$ cat src/rtl/counter_updown_mod.sv
// Parametrised up/down modulo counter with programmable limit, prescaled tick,
// parallel load/clear and wrap / saturate / one-shot end-of-count handling.
module counter_updown_mod #(
    parameter int WIDTH    = 8,
    parameter int PRESCALE = 1
) (
    input  logic             clk,
    input  logic             rst,
    input  logic             en,
    input  logic             clr,
    input  logic             load,
    input  logic [WIDTH-1:0] load_val,
    input  logic             up,
    input  logic [1:0]       mode,
    input  logic [WIDTH-1:0] limit,
    output logic [WIDTH-1:0] q,
    output logic             tc,
    output logic             ovf,
    output logic             done
);

    localparam int PW = (PRESCALE > 1) ? $clog2(PRESCALE) : 1;
    localparam logic [PW-1:0] P_LAST = PW'(PRESCALE - 1);

    typedef enum logic [1:0] {
        MODE_WRAP     = 2'd0,
        MODE_SAT      = 2'd1,
        MODE_ONESHOT  = 2'd2,
        MODE_WRAP_ALT = 2'd3
    } mode_e;

    mode_e            mode_s;
    logic [PW-1:0]    p;
    logic [PW-1:0]    p_next;
    logic             tick;
    logic             at_bound;
    logic             step_hits;
    logic [WIDTH-1:0] q_step;
    logic [WIDTH-1:0] q_next;
    logic             tc_next;
    logic             ovf_next;
    logic             done_next;

    assign mode_s = mode_e'(mode);

    always_comb begin
        tick   = 1'b0;
        p_next = p;
        if (en) begin
            if (p == P_LAST) begin
                tick   = 1'b1;
                p_next = '0;
            end else begin
                p_next = p + PW'(1);
            end
        end
    end

    // A value loaded above limit counts as already past the up boundary.
    assign at_bound  = up ? (q >= limit) : (q == '0);
    assign q_step    = up ? (q + WIDTH'(1)) : (q - WIDTH'(1));
    assign step_hits = up ? (q_step == limit) : (q_step == '0);

    always_comb begin
        q_next    = q;
        tc_next   = 1'b0;
        ovf_next  = ovf;
        done_next = done;
        if (tick && !done) begin
            if (!at_bound) begin
                q_next  = q_step;
                tc_next = step_hits;
                if (mode_s == MODE_ONESHOT && step_hits) begin
                    done_next = 1'b1;
                end
            end else begin
                case (mode_s)
                    MODE_SAT: begin
                        ovf_next = 1'b1;
                    end
                    MODE_ONESHOT: begin
                        done_next = 1'b1;
                    end
                    default: begin
                        q_next   = up ? '0 : limit;
                        ovf_next = 1'b1;
                        tc_next  = 1'b1;
                    end
                endcase
            end
        end
    end

    always_ff @(posedge clk or posedge rst) begin
        if (rst) begin
            p    <= '0;
            q    <= '0;
            tc   <= 1'b0;
            ovf  <= 1'b0;
            done <= 1'b0;
        end else if (clr) begin
            p    <= '0;
            q    <= '0;
            tc   <= 1'b0;
            ovf  <= 1'b0;
            done <= 1'b0;
        end else if (load) begin
            p    <= '0;
            q    <= load_val;
            tc   <= 1'b0;
            done <= 1'b0;
        end else begin
            p    <= p_next;
            q    <= q_next;
            tc   <= tc_next;
            ovf  <= ovf_next;
            done <= done_next;
        end
    end

endmodule
$ cat config.mk
export PLATFORM = sky130hd
export DESIGN_NAME = counter_updown_mod
export DESIGN_NICKNAME = d
export VERILOG_FILES = /design/src/rtl/counter_updown_mod.sv
export SDC_FILE = /design/constraint.sdc
export NUM_CORES = 1
export LEC_CHECK = 0
export CAP_MARGIN = 25
export CORE_MARGIN = 8
export CORE_UTILIZATION = 40
export CTS_CLUSTER_DIAMETER = 120
export DETAILED_ROUTE_END_ITERATION = 16
export GPL_ROUTABILITY_DRIVEN = 0
export PLACE_DENSITY = 0.73
export SYNTH_ARGS = -nofsm -noshare
export SYNTH_HDL_FRONTEND = slang
export SYNTH_SLANG_ARGS = --single-unit
$ cat constraint.sdc
create_clock -name clk -period 4.75 [get_ports clk]
set_input_delay 0.475 -clock clk [delete_from_list [all_inputs] [get_ports clk]]
set_output_delay 0.475 -clock clk [all_outputs]
set_load 0.01 [all_outputs]
== Word level (Yosys, flattened, before mapping) ==
Cells that the tools add are included.
W data, S select, Z words.
Word-level totals
  bits of input ports: 24
  output and inout bits: 11
  logic and storage cells: 61
  flip-flop bits (word level): 12
Cells by class
  muxes and demuxes: 31
  reduce and logical (&&, ||, !) cells: 14
  add/subtract/negate cells: 3
  equality and inequality tests: 7
  order comparisons: 1
Operators with widths (count)
  $mux W8: 7
  $mux W1: 24
  $logic_not A8 Y1: 2
  $add A8 B1 Y8 const B: 1
  $eq A8 B8 Y1: 1
  $ge A8 B8 Y1: 1
  $sub A8 B1 Y8 const B: 1
  $reduce_bool A3 Y1: 2
  $ne A2 B2 Y1 const B: 2
  $ne A4 B3 Y1 const B: 1
  $ne A4 B4 Y1 const B: 1
  $reduce_and A4 Y1: 1
  $reduce_bool A2 Y1: 2
  $reduce_bool A4 Y1: 1
  $reduce_and A3 Y1: 1
  $eq A2 B1 Y1 const B: 1
  $eq A2 B2 Y1 const B: 1
  $logic_and A1 B1 Y1: 2
  $reduce_and A2 Y1: 1
  $reduce_or A2 Y1: 1
  $add A1 B1 Y1 const B: 1
  $logic_not A1 Y1: 1

== Longest topological paths before layout ==
  depth after elaboration: 10
  gate-level depth with buffers: 11
  gate-level depth less buffers: 9

== Least setup slack after synthesis ==
OpenSTA, ideal clock, no wires.
  path kind: input -> register
  start: input port up
  end: register done
  cell stages on the path: 10
  buffers on the path: 2
  setup slack: 1.536 ns
  library setup time: 0.111 ns
  required time: 4.639 ns
  data arrival time: 3.102 ns
  cells stage by stage: inv_1 -> clkbuf_1 -> ha_1 -> buf_6 -> a21o_1 -> a2111oi_2 -> nand3_1 -> or4_4 -> a311o_1 -> a2111oi_2
On the way
  word-level cells in the longest chain between the ends: 6
  elaborated cells on any way between the ends: 13
  those cells by class: eq/ne: 2; mux: 7; reduce/logical: 4
RTL lines
  start: declaration: RTL line 13  | input logic up,
  $mux W8: RTL line 61  | assign q_step = up ? (q + WIDTH'(1)) : (q - WIDTH'(1));
  $eq A8 B8 Y1 or $logic_not A8 Y1 (tied branches): RTL line 62  | assign step_hits = up ? (q_step == limit) : (q_step == '0);
  $mux W1: RTL line 62
  $logic_and A1 B1 Y1: RTL line 73  | if (mode_s == MODE_ONESHOT && step_hits) begin
  $reduce_bool A4 Y1 (no line)
  $reduce_and A3 Y1 (no line)
  end signal: assignment: RTL line 117  | done <= done_next;
  end: declaration: RTL line 19  | output logic done
Parallel ways exist; a longest one is shown, timed or not. The select of a mux whose other input is x is not followed.
A chain may end at the register's enable or synchronous reset.

== Worst setup path after layout ==
Ends and elaborated chain as after synthesis.

==> reports/summary.txt <==
Die H -> 78.38 µm
worst slew pin tran -> 692.4 ps
CP Data Arrival Time -> 3860 ps
register share of total power -> 0.225
final count of pins violating max slew -> 0
VDD IR max -> 0.0001723 V
CTS Hold Bufs -> 0
CTS Root Cell -> clkbuf_8
Netlist cell types -> 56
GRT Util Overall -> 0.1415
Combinational Power Share -> 0.595
Bufs and invs on worst path -> 2
Die ar. -> 6143 µm²
post-synthesis sequential area ratio -> 0.1768
status -> complete, no violations
Starting Density -> 0.4189
WS Path Type -> in2reg
CP endpoint kind -> flip-flop
Net Sw Power -> 236.7 µW
Clock Skews -> 6.150 ps
RSZ-0062 raised after global routing -> no
CP peak stage delay -> 640 ps
wire per inst -> 16.28 µm
power per cell area -> 286.4 nW/µm²
htree depth -> 1
cell internal pwr -> 317.9 µW
max cap viols -> 0
CP max-delay cell -> clkdlybuf4s50_1
worst skew pair latency -> 240 ps
global route overflow -> 0
CTS tree -> yes
Vias -> 1,541
final setup vio count -> 0
Iter 0 DRT Violations -> 47
Clock Tree Buf Depth -> 2
Synthesis Warnings -> 0
max_slew headroom -> 0.5343
sw frac -> 0.4268
I/O Buffers -> 34
commonest non-fill, non-tap cell in the layout -> clkdlybuf4s50_1
fraction of the cycle the final worst path needs -> 0.7841
CTS buffer count -> 3
Power, Total -> 554.6 µW
vias in the first global route -> 1,465
Core ar. -> 3716 µm²
Hold Path Class -> reg2reg
post-CTS setup buffers -> 0
leading register cell type out of synthesis -> dfrtp_1
Crit path max-delay family -> compound AO/OA/AOI/OAI gates
post-CTS resize count -> 0
FP Rows -> 22
cell leakage power -> 0.0008320 µW
commonest non-fill, non-tap cells in the layout -> clkdlybuf4s50_1 (34), inv_1 (20), a21oi_1 (17)
clock power share -> 0.180
Post-synth ARST share -> 1.000
placed wire-length estimate -> 3525 µm
CP Data Required Time -> 4890 ps
Hold Vio Cnt, Final -> 0
Residual DRC -> 0
CP Cell Sequence -> clkdlybuf4s50_1 > inv_1 > ha_1 > or2_2 > a41oi_1 > xor2_1 > a211o_2 > a311o_1 > a2111oi_2
DR pass1 iterations -> 4
Layout fillers -> 389
Sink Count -> 11
Setup TNS -> 0 ps
P&R area growth vs syn -> 24.44%
Setup crit start kind -> input pin
largest net degree at the start of global routing -> 17
number of synthesized flops with an enable pin -> 0
Top-Level Pins -> 35
layout net count -> 265
fmax -> 268.5 MHz
Synth Cell Area -> 1556 µm²
Reg clk slew, reported paths -> 60 ps
Vias per Instance -> 5.686
syn_nets -> 233
global-route wire length before repair -> 7155 µm
antenna cells -> 0
initial antenna violation count -> 0
layout cells sized above 1 -> 0.08520
drt total wl -> 4411 µm
Syn Inst Count -> 192
worst-path maximum fanout -> 16
die width -> 78.38 µm
Synth Area per Inst -> 8.107 µm²
Period minus WS final -> 3725 ps
synthesized flop and latch total -> 11
Final ANT Viol Nets -> 0
## worst register-to-register path: stages (launching register included)
cell and delay (ps):
dfrtp_1 480, inv_1 120, fa_1 480, nand2b_2 230, a21oi_2 160, xor2_2 260
xnor2_1 130, or4_4 500, a311o_1 350, a2111oi_2 290
## worst paths after layout
check                                 start                to  slack (ps)  cells past startpoint
max in group asynchronous               rst  q[3]$_DFFE_PP0P_        3870                      2
min in group asynchronous               rst  q[0]$_DFFE_PP0P_         550                      2
min                         ovf$_DFFE_PP0P_   ovf$_DFFE_PP0P_         530                      2
max reg2reg                q[0]$_DFFE_PP0P_  done$_DFFE_PP0P_        1630                      9
max                                      up  done$_DFFE_PP0P_        1030                      9
min reg2reg                 ovf$_DFFE_PP0P_   ovf$_DFFE_PP0P_         530                      2
## synthesized netlist by cell type, types with 2 or more instances
library cell / number / area, µm²
a211oi_1: 2 / 15.01
a21o_1: 3 / 22.52
ha_1: 16 / 200.2
nand2_1: 14 / 52.55
xor2_1: 3 / 26.28
a31oi_1: 2 / 12.51
inv_1: 20 / 75.07
a221o_1: 2 / 20.02
nand2b_1: 2 / 12.51
a2111oi_2: 2 / 30.03
o2111ai_1: 2 / 17.52
a21oi_1: 17 / 85.08
xnor2_1: 7 / 61.31
clkbuf_1: 2 / 7.510
mux2_2: 2 / 22.52
o31a_1: 2 / 17.52
o21bai_1: 3 / 22.52
a221oi_1: 2 / 17.52
nand3_1: 2 / 10.01
dfrtp_1: 11 / 275.3
xnor2_2: 2 / 32.53
nor2_1: 14 / 52.55
nor3_1: 8 / 40.04
a22o_1: 4 / 35.03
o31ai_1: 2 / 15.01
o21ai_0: 10 / 50.05
a211o_2: 2 / 20.02
clkbuf_8: 2 / 27.53
nor4_1: 4 / 25.02
buf_6: 2 / 22.52
## flip-flops by register name (all words and copies together), names as in the netlist
register  count
q             8
done          1
tc            1
ovf           1
## logic make-up (layout without fill, tap and decap cells)
group | after synthesis | after routing | share of synthesized area
compound gates | 66 | 66 | 0.3031
simple gates | 55 | 55 | 0.1801
buf+inv | 27 | 58 | 0.09004
fa+ha+maj | 17 | 17 | 0.1415
xor+xnor | 13 | 13 | 0.08763
flops | 11 | 11 | 0.1768
mux | 3 | 3 | 0.02090
## routing by layer
metal | GRT usage | part of all wire | routed length [µm] | vias up
met5 | 0 | 0 | 0 | -
met4 | 0.03333 | 0.011 | 48 | 0
met3 | 0.02847 | 0.055 | 241 | 6
met2 | 0.2378 | 0.48 | 2135 | 43
met1 | 0.1803 | 0.45 | 1985 | 719
li1 | - | - | - | 773
## stage by stage
stage | hold WS (ps) | cells | setup slack, ps | util | area (µm²)
final | 529.1 | 271 | 1025 | 0.5212 | 1937
after global routing | 596.5 | 271 | 851.2 | 0.5212 | 1937
after CTS | 538.5 | 271 | 1057 | 0.5212 | 1937
after detailed placement | 523.5 | 267 | 783.6 | 0.5091 | 1892
after global placement | 517.2 | 267 | 868.7 | 0.5091 | 1892
after floorplan | 327.4 | 192 | 1536 | - | 1556
## area by class of cell
cell class / count / area (µm²) / share of cell area
multi-input cells: 154 / 1141 / 0.5891
flip-flops and latches: 11 / 275.3 / 0.1421
clock buffers: 4 / 45.04 / 0.02326
well taps: 48 / 60.06 / 0.03101
inverters: 20 / 75.07 / 0.03876
repair buffers: 34 / 340.3 / 0.1757
## power groups by stage
stage | sequential (µW) | clock (µW) | combinational [µW]
5_1_grt | 127 | 103 | 363
2_1_floorplan | 125 | 0 | 236
3_3_place_gp | 127 | 0 | 324
3_5_place_dp | 126 | 0 | 328
6_report | 125 | 99.9 | 330
4_1_cts | 125 | 100 | 329
Power figures use the tool's default switching activity.
